===== src/rtl/instr_encoder_loader.sv =====
// instr_encoder_loader: packs decoded instruction fields into 16-bit microRISC words and writes them to IMEM at an auto-incrementing address.
// Optional build macro: ENC_FIELD_CHECK_EN rejects beats whose type and opcode disagree and drives err.
// Ports: clk, rst (sync, active high); start/base_addr open a session; in_valid/in_ready/in_* fields/in_last are the beat stream;
// imem_we/imem_addr/imem_wdata form the IMEM write port; busy, done, overflow, count and err report session status.
module instr_encoder_loader #(
  parameter int ADDR_W    = 8,
  parameter int MEM_DEPTH = 256
) (
  input  logic              clk,
  input  logic              rst,
  input  logic              start,
  input  logic [ADDR_W-1:0] base_addr,
  input  logic              in_valid,
  output logic              in_ready,
  input  logic [1:0]        in_type,
  input  logic [3:0]        in_opcode,
  input  logic [2:0]        in_rs,
  input  logic [2:0]        in_rt,
  input  logic [2:0]        in_rd,
  input  logic [2:0]        in_funct,
  input  logic [5:0]        in_imm,
  input  logic [11:0]       in_jtarget,
  input  logic              in_last,
  output logic              imem_we,
  output logic [ADDR_W-1:0] imem_addr,
  output logic [15:0]       imem_wdata,
  output logic              busy,
  output logic              done,
  output logic              overflow,
  output logic [ADDR_W:0]   count,
  output logic              err
);
  // microRISC field positions
  localparam int OPCODE_POS = 12;
  localparam int RS_POS     = 9;
  localparam int RT_POS     = 6;
  localparam int RD_POS     = 3;
  localparam int FUNC_POS   = 0;
  localparam int IMM_POS    = 0;
  localparam int J_ADDR_POS = 0;
  localparam logic [1:0] S_IDLE  = 2'd0;
  localparam logic [1:0] S_LOAD  = 2'd1;
  localparam logic [1:0] S_FLUSH = 2'd2;
  localparam logic [1:0] S_DONE  = 2'd3;
  logic [1:0]        state;
  logic [ADDR_W-1:0] addr_cnt;
  logic [15:0]       r_word;
  logic [15:0]       i_word;
  logic [15:0]       j_word;
  logic [15:0]       packed_word;
  logic              legal;
  logic              acc;
  logic              wr;
  logic              last_addr;
  logic              open;
  always_comb begin
    r_word = (16'(in_opcode) << OPCODE_POS) | (16'(in_rs) << RS_POS) | (16'(in_rt) << RT_POS)
           | (16'(in_rd) << RD_POS) | (16'(in_funct) << FUNC_POS);
    i_word = (16'(in_opcode) << OPCODE_POS) | (16'(in_rs) << RS_POS) | (16'(in_rt) << RT_POS)
           | (16'(in_imm) << IMM_POS);
    j_word = (16'(in_opcode) << OPCODE_POS) | (16'(in_jtarget) << J_ADDR_POS);
    // type 3 packs as R
    packed_word = in_type == 2'd1 ? i_word : in_type == 2'd2 ? j_word : r_word;
  end
`ifdef ENC_FIELD_CHECK_EN
  localparam logic [3:0] OP_R_TYPE = 4'h0;
  localparam logic [3:0] OP_J      = 4'hD;
  localparam logic [3:0] OP_JAL    = 4'hE;
  localparam logic [3:0] OP_JR     = 4'hF;
  logic is_jump;
  assign is_jump = in_opcode == OP_J || in_opcode == OP_JAL || in_opcode == OP_JR;
  assign legal = in_type == 2'd0 ? in_opcode == OP_R_TYPE :
                 in_type == 2'd1 ? !(in_opcode == OP_R_TYPE || is_jump) :
                 in_type == 2'd2 ? is_jump : 1'b0;
  always_ff @(posedge clk)
    if (rst) err <= 1'b0;
    else if (open) err <= 1'b0;
    else if (acc && !legal) err <= 1'b1;
`else
  assign legal = 1'b1;
  assign err   = 1'b0;
`endif
  assign open      = state == S_IDLE && start;
  assign acc       = state == S_LOAD && in_valid;
  assign wr        = acc && legal;
  assign last_addr = addr_cnt == ADDR_W'(MEM_DEPTH - 1);
  assign in_ready  = state == S_LOAD;
  assign busy      = state == S_LOAD || state == S_FLUSH;
  assign done      = state == S_DONE;
  always_ff @(posedge clk) begin
    if (rst) begin
      state      <= S_IDLE;
      addr_cnt   <= '0;
      count      <= '0;
      overflow   <= 1'b0;
      imem_we    <= 1'b0;
      imem_addr  <= '0;
      imem_wdata <= '0;
    end else begin
      imem_we <= wr;
      if (wr) begin
        imem_addr  <= addr_cnt;
        imem_wdata <= packed_word;
        // the session ends at the last legal address, so the counter is held there rather than wrapped
        addr_cnt   <= last_addr ? addr_cnt : addr_cnt + ADDR_W'(1);
        count      <= count + (ADDR_W + 1)'(1);
      end
      case (state)
        S_IDLE:
          if (start) begin
            state    <= S_LOAD;
            addr_cnt <= base_addr;
            count    <= '0;
            overflow <= 1'b0;
          end
        S_LOAD:
          if (acc && in_last) state <= S_FLUSH;
          else if (wr && last_addr) begin
            state    <= S_FLUSH;
            overflow <= 1'b1;
          end
        S_FLUSH: state <= S_DONE;
        default: state <= S_IDLE;
      endcase
    end
  end
endmodule

===== config.mk =====
export PLATFORM = sky130hd
export DESIGN_NAME = instr_encoder_loader
export DESIGN_NICKNAME = d
export VERILOG_FILES = /design/src/rtl/instr_encoder_loader.sv
export SDC_FILE = /design/constraint.sdc
export NUM_CORES = 1
export LEC_CHECK = 0
export BUFFER_PORTS_ARGS = -buffer_cell sky130_fd_sc_hd__buf_2
export CORE_AREA = 8 8 81 83
export DETAILED_ROUTE_END_ITERATION = 8
export DIE_AREA = 0 0 89 91
export PLACE_DENSITY = 0.76
export REMOVE_ABC_BUFFERS = 1
export SETUP_SLACK_MARGIN = 0.4
export SKIP_CTS_REPAIR_TIMING = 1
export SLEW_MARGIN = 20
export SYNTH_ARGS = -nofsm -noshare
export SYNTH_HDL_FRONTEND = slang
export SYNTH_SLANG_ARGS = --single-unit

===== constraint.sdc =====
create_clock -name clk -period 1.4 [get_ports clk]
set_input_delay 0.14 -clock clk [delete_from_list [all_inputs] [get_ports clk]]
set_output_delay 0.14 -clock clk [all_outputs]
set_load 0.02 [all_outputs]

* Yosys cells after proc, flatten, opt, wreduce, memory -nomap -nowiden
Index checks and enable logic that the tools add are counted.
** Cells by class
- $add $sub $neg :: 2
- Eq/ne operators :: 10
- Muxes and demuxes :: 17
- Bitwise operators :: 6
- Reduce and logical (&&, ||, !) cells :: 8
** Operators with widths (number)
- $mux 16 :: 2
- $mux 8 :: 4
- $or 16x12->16 :: 2
- $or 16x6->16 :: 2
- $mux 9 :: 3
- $or 16x3->16 :: 1
- $or 16x9->16 :: 1
- $add 9x1->9 const B :: 1
- $add 8x1->8 const B :: 1
- $eq 8x8->1 const B :: 1
- $eq 2x2->1 const B :: 3
- $mux 2 :: 3
- $pmux 2 s3 :: 1
- $eq 2x1->1 const B :: 2
- $ne 2x2->1 const B :: 2
- $reduce_and 4->1 :: 1
- $logic_and 1x1->1 :: 3
- $mux 1 :: 3
- $ne 3x1->1 const B :: 1
- $logic_not 2->1 :: 1
- $ne 2x1->1 const B :: 1
- $pmux 1 s2 :: 1
- $reduce_and 2->1 :: 1
- $reduce_bool 2->1 :: 1
- $logic_or 1x1->1 :: 1
** Word-level totals
- Bits in registers :: 45
- Output and inout bits :: 39
- Logic and storage cells :: 50

* Logic depth before layout (Yosys ltp)
Gate-level depths: netlist (run 1).
- Depth in word-level cells :: 6
- Mapped depth :: 7
- Mapped depth without buffers :: 6

* Worst setup path after synthesis (run 1)
No wires, ideal clock.
- Path type :: reg-to-reg
- Start :: reg state[1]
- End :: reg addr_cnt[5]
- Setup time :: 0.134 ns
- Arrival :: 1.477 ns
- Data required time :: 1.266 ns
- Setup slack :: -0.211 ns
- Stages on the path, launching flop included :: 7
- Buffers on the path :: 0
- Cells stage by stage :: dfxtp_1 > inv_1 > ha_1 > and4_1 > o211ai_1 > nor4bb_1 > nor4_1
** Between the ends
- Cells in the longest elaborated chain, start to end :: 5
** RTL lines
- from (decl) :: RTL line 45 : logic [1:0] state;
- from (signal assigned) :: RTL line 92 : state <= S_IDLE;
- from (signal assigned) :: RTL line 111 : state <= S_LOAD;
- from (signal assigned) :: RTL line 117 : if (acc && in_last) state <= S_FLUSH;
- $eq 2x1->1 (*)
- via in_ready :: RTL line 14 : output logic in_ready,
- $logic_and 1x1->1 (*) :: RTL line 84 : assign acc = state == S_LOAD && in_valid;
- $mux 8 (*) :: RTL line 101 : if (wr) begin
- $mux 8 :: RTL line 110 : if (start) begin
- $mux 8 (*) :: RTL line 108 : case (state)
- to (signal assigned) :: RTL line 105 : addr_cnt <= last_addr ? addr_cnt : addr_cnt + ADDR_W'(1);
- to (signal assigned) :: RTL line 112 : addr_cnt <= base_addr;
- to (decl) :: RTL line 46 : logic [ADDR_W-1:0] addr_cnt;
Mark *: on every way through the listed nets, which the timed path passes. The rest lies on a longest branch.
A chain may end at the register's enable or synchronous reset.

* Worst setup path in the final report (run 1)
- Start :: reg state[1]
- End :: reg addr_cnt[6]
** Between the ends
- Cells in the longest elaborated chain, start to end :: 5
** RTL lines (RTL line)
- $eq 2x1->1 :: 84
- $logic_and 1x1->1 :: 84
- $mux 8 :: 101
- $mux 8 :: 110
- $mux 8 (*) :: 108
Mark *: on every way between the ends. The rest lies on a longest branch, timed or not.

==> out/results.txt, run 1 <==
Root buf cell - clkbuf_8
Max cap viols - 0
Iter 0 DRT Violations - 95
Post-synth EDFFs - 0
Filler cells - 478
Status - finished, violations left
Clock Latency Late Sink - 0.30 ns
Crit path depth - 6
CP max-delay cell - dfxtp_2
Post-DR wirelength/cell - 15.3 µm
Clock sinks - 45
Worst vdd ir - 825 µV
Avg Inst Size Synth - 8.49 µm²
Worst path buffer plus inverter count - 1
I/O pin cnt - 88
Htree depth - 2
Gr usage total - 15.7%
CTS max path bufs - 2
FP Rows - 27
Cts bufs inserted - 5
Cell leakage power - 0.00148 µW
Unrepaired setup endpoints after global routing - true
Crit start category - flop
Hold Crit Class - in2reg
Compound-Gate Fraction of Synth Area - 15.4%
Routed Antenna Nets - 0
# DRC - 0
PD cells - 1430 nW/µm²
Critical-path cell list - inv_4 -> ha_4 -> nand2_1 -> nor3b_4 -> nor3_1 -> a2111oi_2
Crit path largest cell delay - 0.34 ns
Clock skew - 0.00573 ns
Synth Register Bits - 45
Top FF cell, synth - dfxtp_1
WHS - 0.0725 ns
Crit-path max FO - 6
Hold Fails Final Rpt - 0
DP Cell Count - 430
Initial Utilization - 41.4%
Antenna violations before repair - 0
Synthesized instance count - 260
Final setup viols - 12
Post-synthesis sequential area ratio - 40.8%
N_diodes - 0
Die width - 89 µm
Final Max Slew Viols - 0
Final Worst Setup Slack - -0.0750 ns
Routed via count - 2233
Largest net degree at the start of global routing - 25
Proportion of layout cells with a drive suffix above 1 - 49.1%
Fmax - 678 MHz
Setup crit end - addr_cnt[6]$_SDFF_PP0_
Crit share post-route - 105%
Commonest cells post-synth - nand2_1, dfxtp_1, nor2_1
Synthesized cell area - 2210 µm²
Layout area overhead - 50.8%
Most frequent cell after synthesis - nand2_1
Global placement routability congestion - 0.839
Cell family with the largest share of critical-path delay - simple AND/OR/NAND/NOR gates
Synth Warn # - 0
Async SR Flop Fraction - 0%
Pre-CTS setup slack - -0.150 ns
Overflow after GRT - 0
TritonCTS clock tree - done
Adder-Cell Fraction of Synth Area - 3.97%
Synth top area cells - dfxtp_1, nand2_1, mux2i_1, a21oi_1, nor2_1
Die Ht - 91 µm
Hold Path Cell Cnt - 3
Number of global-route vias before repair - 2151
Share of the synthesized area in the top cell type - 40.8%
Post-Synth XOR/XNOR Area - 3.57%
Critical Path RT - 1.60 ns
Number of nets in the layout - 426
Pre-Repair DR Iteration Count - 4
Largest family of logic cells by synthesized area - simple AND/OR/NAND/NOR gates
Yosys cell types - 40
Worst R2R Setup Slack - -0.07 ns
CTS clk-pin slew, worst paths - 0.09 ns
First-pass GRT wire length - 10200 µm
Post-DR vias/cell - 5.04
Worst Setup SP - state[1]$_SDFFE_PP0P_
Critical Path End Type - flop
Worst R2R End - addr_cnt[6]$_SDFF_PP0_
Critical path type - reg2reg
R2r startpoint - state[1]$_SDFFE_PP0P_
Fraction of synthesized area in multiplexers - 9.92%
Seq. cell area - 923 µm²
Final WL - 6790 µm
Dpl hpwl - 4750 µm
Area of the multi-input gates - 1370 µm²
Worst path arrival time - 1.68 ns
Failing checks - negative setup slack
Cells on worst reg2reg path - 6
Simple-gate area share of the yosys netlist - 22.0%
Tmin final - 1.47 ns
Die area - 8100 µm²
Core box area - 5340 µm²
Non-filler cells, final - 443
Area leader, netlist - dfxtp_1
Port bufs - 86
==> cells by family (layout without fill, tap and decap cells) <==
| group | after synthesis | count (layout) |
|---|---|---|
| other | 1 | 1 |
| DFF | 45 | 45 |
| xor gates and xnor gates | 9 | 9 |
| and+or+nand+nor | 104 | 104 |
| AOI/OAI and AO/OA | 52 | 52 |
| muxes | 21 | 21 |
| adders and majority gates | 7 | 7 |
| buffers and inverters | 21 | 132 |
==> report_power, final <==
part | internal [µW] | switching, µW
clock | 582 | 441
combinational | 1060 | 1060
sequential | 1490 | 138
==> through the flow <==
stage	setup TNS [ns]	instance area, µm²	utilization (%)	power, µW
after floorplan	-14.95	2130	-	2510
after global placement	-0.374	2890	54.2	3240
after detailed placement	-2.15	2890	54.2	3280
after CTS	-3.06	3010	56.4	4300
after global routing	-1.60	3330	62.4	5030
final	-0.336	3330	62.4	4770
==> cell usage in the layout, fill, tap and decap left out, types with 3 or more instances in the layout <==
master    netlist  layout
buf_2           5      72
nand2_1        47      44
buf_4           2      35
dfxtp_1        45      33
nor2_1         26      25
a21oi_1        24      18
mux2i_1        14      14
a211oi_1       12      11
o211ai_1       10      10
dfxtp_2         0       9
buf_6           0       9
mux2_2          6       6
a21oi_2         0       6
xor2_1          6       6
clkbuf_8        0       6
nor3_2          0       3
and3_1          3       3
nor3_1          6       3
ha_4            0       3
dfxtp_4         0       3
==> worst register-to-register path, stage by stage (launching register included) <==
cell and delay (ns):
dfxtp_2 0.34, inv_4 0.07, ha_4 0.17, nand2_1 0.15, nor3b_4 0.27, nor3_1 0.10
a2111oi_2 0.28
==> area by class of cell <==
type	count	share of cell area (%)
clock buffers	7	2.59
clock inverters	1	0.902
inverters	4	0.526
multi-input cells	194	41.1
flip-flops and latches	45	27.7
well taps	72	2.70
repair buffers	120	24.5
==> registers in the layout, indices dropped and copies added (netlist names) <==
register    flops
addr_cnt        8
count           9
imem_addr       8
imem_wdata     16
imem_we         1
overflow        1
state           2
==> metal layers <==
| layer | routed length [µm] | part of all wire (%) | global-route usage, % |
|---|---|---|---|
| met5 | 0 | 0 | 0 |
| met4 | 184 | 2.7 | 4.99 |
| met3 | 354 | 5.2 | 4.14 |
| met2 | 3640 | 54 | 27.3 |
| met1 | 2610 | 38 | 17.8 |
==> worst min-delay path by stage <==
stage / start / endpoint / slack (ns)
2_1_floorplan: rst / addr_cnt[6]$_SDFF_PP0_ / 0.21
3_3_place_gp: in_opcode[0] / imem_wdata[12]$_SDFFE_PP0P_ / 0.38
3_5_place_dp: in_opcode[0] / imem_wdata[12]$_SDFFE_PP0P_ / 0.39
4_1_cts: in_opcode[0] / imem_wdata[12]$_SDFFE_PP0P_ / 0.07
5_1_grt: in_opcode[0] / imem_wdata[12]$_SDFFE_PP0P_ / 0.07
6_report: in_opcode[0] / imem_wdata[12]$_SDFFE_PP0P_ / 0.07
No activity file was read; power rests on OpenSTA's default activity.
==> run 2, diff against run 1 <==
--- a/config.mk
+++ b/config.mk
@@ -6,9 +6,11 @@
 export NUM_CORES = 1
 export LEC_CHECK = 0
 export BUFFER_PORTS_ARGS = -buffer_cell sky130_fd_sc_hd__buf_2
-export CORE_AREA = 8 8 81 83
+export CELL_PAD_IN_SITES_DETAIL_PLACEMENT = 0
+export CELL_PAD_IN_SITES_GLOBAL_PLACEMENT = 1
+export CORE_AREA = 8 8 94 96
 export DETAILED_ROUTE_END_ITERATION = 8
-export DIE_AREA = 0 0 89 91
+export DIE_AREA = 0 0 102 104
 export PLACE_DENSITY = 0.76
 export REMOVE_ABC_BUFFERS = 1
 export SETUP_SLACK_MARGIN = 0.4
==> out/results.txt, run 2 (same netlist as run 1, synthesis figures left out) <==
CTS max path bufs - 2
Root buf cell - clkbuf_8
Hold Fails Final Rpt - 0
Worst vdd ir - 679 µV
Failing checks - negative setup slack
Pre-Repair DR Iteration Count - 4
Overflow after GRT - 0
Cells on worst reg2reg path - 6
Final setup viols - 7
# DRC - 0
Tmin final - 1.51 ns
Number of nets in the layout - 427
Critical Path RT - 1.58 ns
Post-DR wirelength/cell - 13.7 µm
Worst R2R End - state[0]$_SDFFE_PP0P_
Fmax - 663 MHz
Hold Crit Class - in2reg
PD cells - 1370 nW/µm²
Dpl hpwl - 4900 µm
Clock skew - 0.00698 ns
Unrepaired setup endpoints after global routing - true
Int Pwr - 2910 µW
Crit share post-route - 108%
Met2 Resource Use GR - 21.0%
Core box area - 7450 µm²
Post-DR vias/cell - 4.59
Die Ht - 104 µm
Htree depth - 2
Largest net degree at the start of global routing - 27
CTS clk-pin slew, worst paths - 0.08 ns
Hold Path Sink - imem_wdata[14]$_SDFFE_PP0P_
N_diodes - 0
Global placement routability congestion - 0.807
Final Cell Area - 3250 µm²
Die area - 10600 µm²
Final Max Slew Viols - 0
Status - finished, violations left
Largest reg by FF count - imem_wdata
Seq pwr share - 36.4%
Commonest non-fill, non-tap cell in the layout - buf_2
FP Rows - 32
Total power - 4460 µW
Worst R2R Setup Slack - -0.11 ns
Antenna violations before repair - 0
Gr usage total - 11.6%
R2r startpoint - state[0]$_SDFFE_PP0P_
Met3 Use GR - 2.54%
Clock sinks - 45
Final Worst Setup Slack - -0.108 ns
I/O pin cnt - 88
Most frequent cells in the layout - buf_2, nand2_1, dfxtp_1, buf_4, nor2_1
Port bufs - 86
Hold Startpoint - in_opcode[2]
Most Crowded Layer GR - met2
Final WL - 6480 µm
Largest registers - imem_wdata (16), count (9)
Die width - 102 µm
Clock Latency Late Sink - 0.29 ns
Clock power frac - 21.0%
Initial Utilization - 29.7%
Max cap viols - 0
Routed via count - 2173
Proportion of layout cells with a drive suffix above 1 - 45.3%
TritonCTS clock tree - done
Gate power share - 42.5%
Switching power - 1550 µW
Largest register FFs - 16
Cts bufs inserted - 5
Hold Path Cell Cnt - 3
Iter 0 DRT Violations - 63
First-pass GRT wire length - 10100 µm
Number of global-route vias before repair - 2132
Worst path arrival time - 1.68 ns
Critical Path End Type - flop
Final core utilization - 43.7%
Sw Share - 34.7%
Crit-path max FO - 4
Cell leakage power - 0.00142 µW
Routed Antenna Nets - 0
Met1 usage - 13.1%
Post-DP Area - 2940 µm²
Critical path type - reg2reg
Layout area overhead - 47.3%
Crit start category - flop
run 2: worst max-delay path by stage:
stage / from / to / cells after the start
2_1_floorplan: state[1]$_SDFFE_PP0P_ / addr_cnt[0]$_SDFF_PP0_ / 6
3_3_place_gp: state[1]$_SDFFE_PP0P_ / addr_cnt[5]$_SDFF_PP0_ / 6
3_5_place_dp: state[1]$_SDFFE_PP0P_ / addr_cnt[5]$_SDFF_PP0_ / 6
4_1_cts: state[0]$_SDFFE_PP0P_ / state[0]$_SDFFE_PP0P_ / 6
5_1_grt: state[0]$_SDFFE_PP0P_ / addr_cnt[7]$_SDFF_PP0_ / 5
6_report: state[0]$_SDFFE_PP0P_ / state[0]$_SDFFE_PP0P_ / 6
run 2: area by class of cell:
| cell class | instances | area [µm²] |
|---|---|---|
| well taps | 102 | 128 |
| clock buffers | 5 | 68.8 |
| fillers | 773 | 4200 |
| flip-flops and latches | 45 | 918 |
| clock inverters | 2 | 35.0 |
| inverters | 4 | 15.0 |
| multi-input cells | 194 | 1320 |
| repair buffers | 121 | 768 |
run 2: power by group through the flow:
stage,clock network [µW],logic (µW),registers (µW)
finish,939,1900,1630
global placement,0,1660,1600
global route,1030,2080,1650
CTS,968,1700,1580
floorplan,0,738,1770
detailed placement,0,1690,1610
run 2: critical path: stages, from the launching register on:
cell	delay (ns)
dfxtp_4	0.37
inv_1	0.06
ha_2	0.19
nor2b_2	0.17
a21oi_2	0.11
o31a_1	0.19
mux2_4	0.31
run 2: metal layers:
| layer | wire (µm) | share of wire (%) |
|---|---|---|
| met2 | 3450 | 53 |
| met1 | 2720 | 42 |
| met4 | 55 | 0.85 |
| met3 | 254 | 3.9 |
| met5 | 0 | 0 |
run 2: through the flow:
stage	setup slack [ns]	hold slack, ns	cells	setup TNS (ns)
3_5_place_dp	-0.165	0.389	463	-1.91
6_report	-0.108	0.0821	473	-0.325
3_3_place_gp	-0.0862	0.385	463	-0.573
5_1_grt	-0.171	0.0827	473	-1.46
4_1_cts	-0.175	0.0746	470	-2.34
2_1_floorplan	-0.711	0.209	243	-14.95
==> run 3, diff against run 2 <==
--- a/config.mk
+++ b/config.mk
@@ -8,10 +8,10 @@
 export BUFFER_PORTS_ARGS = -buffer_cell sky130_fd_sc_hd__buf_2
 export CELL_PAD_IN_SITES_DETAIL_PLACEMENT = 0
 export CELL_PAD_IN_SITES_GLOBAL_PLACEMENT = 1
-export CORE_AREA = 8 8 94 96
+export CORE_AREA = 2 2 81 83
 export DETAILED_ROUTE_END_ITERATION = 8
-export DIE_AREA = 0 0 102 104
-export PLACE_DENSITY = 0.76
+export DIE_AREA = 0 0 83 85
+export PLACE_DENSITY = 0.84
 export REMOVE_ABC_BUFFERS = 1
 export SETUP_SLACK_MARGIN = 0.4
 export SKIP_CTS_REPAIR_TIMING = 1
==> constraint.sdc (replaced) <==
create_clock -name clk -period 1.9 [get_ports clk]
set_input_delay 0.19 -clock clk [delete_from_list [all_inputs] [get_ports clk]]
set_output_delay 0.19 -clock clk [all_outputs]
set_load 0.02 [all_outputs]
==> out/results.txt, run 3 (same netlist as run 1, synthesis figures left out) <==
Status - finished clean
Routed via count - 2068
Hold Fails Final Rpt - 0
Gr usage total - 15.4%
Routed Antenna Nets - 0
Slew @ Worst Pin - 0.509 ns
Largest register FFs - 16
Unrepaired setup endpoints after global routing - true
Worst path arrival time - 1.66 ns
Max cap viols - 0
Clock skew - 0.0115 ns
Worst relative slew slack - 66.1%
Worst vdd ir - 490 µV
TritonCTS clock tree - done
Port bufs - 86
First-pass GRT wire length - 8940 µm
Dpl hpwl - 3960 µm
Worst R2R Setup Slack - 0.43 ns
Most frequent cells in the layout - buf_2, nand2_1, dfxtp_1
CTS max path bufs - 2
I/O pin cnt - 88
R2r startpoint - state[1]$_SDFFE_PP0P_
Worst R2R End - state[0]$_SDFFE_PP0P_
Crit share post-route - 77.5%
N_diodes - 0
Final WL - 5470 µm
Antenna violations before repair - 0
Final Worst Setup Slack - 0.428 ns
Pre-CTS setup slack - 0.215 ns
Core box area - 6200 µm²
Hold Path Cell Cnt - 3
FP Rows - 29
Die Ht - 85 µm
# DRC - 0
Setup_tns - 0 ns
Number of nets in the layout - 401
Critical Path RT - 2.09 ns
Cell leakage power - 0.00129 µW
Clock sinks - 45
Die area - 7060 µm²
Clock Latency Late Sink - 0.30 ns
CTS clk-pin slew, worst paths - 0.09 ns
Fmax - 679 MHz
Hold Startpoint - in_opcode[1]
Post-DR wirelength/cell - 12.9 µm
Initial Utilization - 35.6%
Final setup viols - 0
Post-DR vias/cell - 4.89
Cts bufs inserted - 5
Final Max Slew Viols - 0
Cells on worst reg2reg path - 6
PD cells - 1020 nW/µm²
Root buf cell - clkbuf_8
WHS - 0.115 ns
Critical path type - reg2reg
Pre-Repair DR Iteration Count - 4
Hold Path Sink - imem_wdata[13]$_SDFFE_PP0P_
Largest reg by FF count - imem_wdata
Tmin final - 1.47 ns
Critical Path End Type - flop
Hold Crit Class - in2reg
Number of global-route vias before repair - 1963
Crit-path max FO - 6
Layout area overhead - 34.5%
Largest net degree at the start of global routing - 31
Die width - 83 µm
Commonest non-fill, non-tap cell in the layout - buf_2
Global placement routability congestion - 0.760
Proportion of layout cells with a drive suffix above 1 - 40.5%
Iter 0 DRT Violations - 128
Filler cells - 622
Htree depth - 2
Largest registers - imem_wdata (16), count (9)
Crit start category - flop
Overflow after GRT - 0
run 3: cell types whose count changed in the layout (fill, tap and decap cells not counted), moves of 2 or more:
| cell | before | now |
|---|---|---|
| buf_4 | 35 | 6 |
| buf_2 | 76 | 86 |
| dfxtp_2 | 8 | 1 |
| buf_6 | 8 | 2 |
| dfxtp_1 | 35 | 41 |
| a21oi_1 | 21 | 23 |
| a21oi_2 | 3 | 1 |
run 3: metrics by stage:
step | total power (µW) | instances | utilization, % | area [µm²]
finish | 3020 | 423 | 47.9 | 2970
global route | 3220 | 423 | 47.9 | 2970
CTS | 2860 | 420 | 45.4 | 2810
detailed placement | 2220 | 412 | 43.8 | 2720
global placement | 2190 | 412 | 43.8 | 2720
floorplan | 1850 | 243 | - | 2130
run 3: layout make-up:
class / count / area [µm²] / area share [%]
clock buffers: 6 / 82.6 / 2.78
clock inverters: 2 / 16.3 / 0.548
well taps: 77 / 96.3 / 3.24
multi-input cells: 194 / 1330 / 44.7
inverters: 4 / 17.5 / 0.590
flip-flops and latches: 45 / 913 / 30.7
repair buffers: 95 / 518 / 17.4
run 3: routing by layer:
layer | track usage [%] | up-vias | wire [µm]
met5 | 0 | - | 0
met4 | 6.11 | 0 | 102
met3 | 3.50 | 7 | 239
met2 | 26.1 | 50 | 2620
met1 | 19.1 | 940 | 2510
li1 | - | 1071 | -
run 3: how the worst max path moves through the flow:
stage	startpoint	endpoint	slack, ns
final	state[1]$_SDFFE_PP0P_	state[0]$_SDFFE_PP0P_	0.43
after floorplan	state[1]$_SDFFE_PP0P_	addr_cnt[0]$_SDFF_PP0_	-0.21
after detailed placement	state[1]$_SDFFE_PP0P_	addr_cnt[4]$_SDFF_PP0_	0.22
after global routing	addr_cnt[2]$_SDFF_PP0_	addr_cnt[4]$_SDFF_PP0_	0.39
after CTS	state[1]$_SDFFE_PP0P_	addr_cnt[4]$_SDFF_PP0_	0.20
after global placement	state[1]$_SDFFE_PP0P_	addr_cnt[0]$_SDFF_PP0_	0.33
run 3: where the power goes:
| group | internal (µW) | switching, µW |
|---|---|---|
| combinational | 492 | 635 |
| clock | 300 | 341 |
| sequential | 1100 | 147 |
| total | 1900 | 1120 |
run 3: worst max-delay path, stage by stage (launching register included):
cell and delay, ns:
dfxtp_4 0.38, inv_4 0.05, ha_4 0.17, buf_4 0.15, a21oi_2 0.11, o31a_1 0.19
mux2_4 0.31
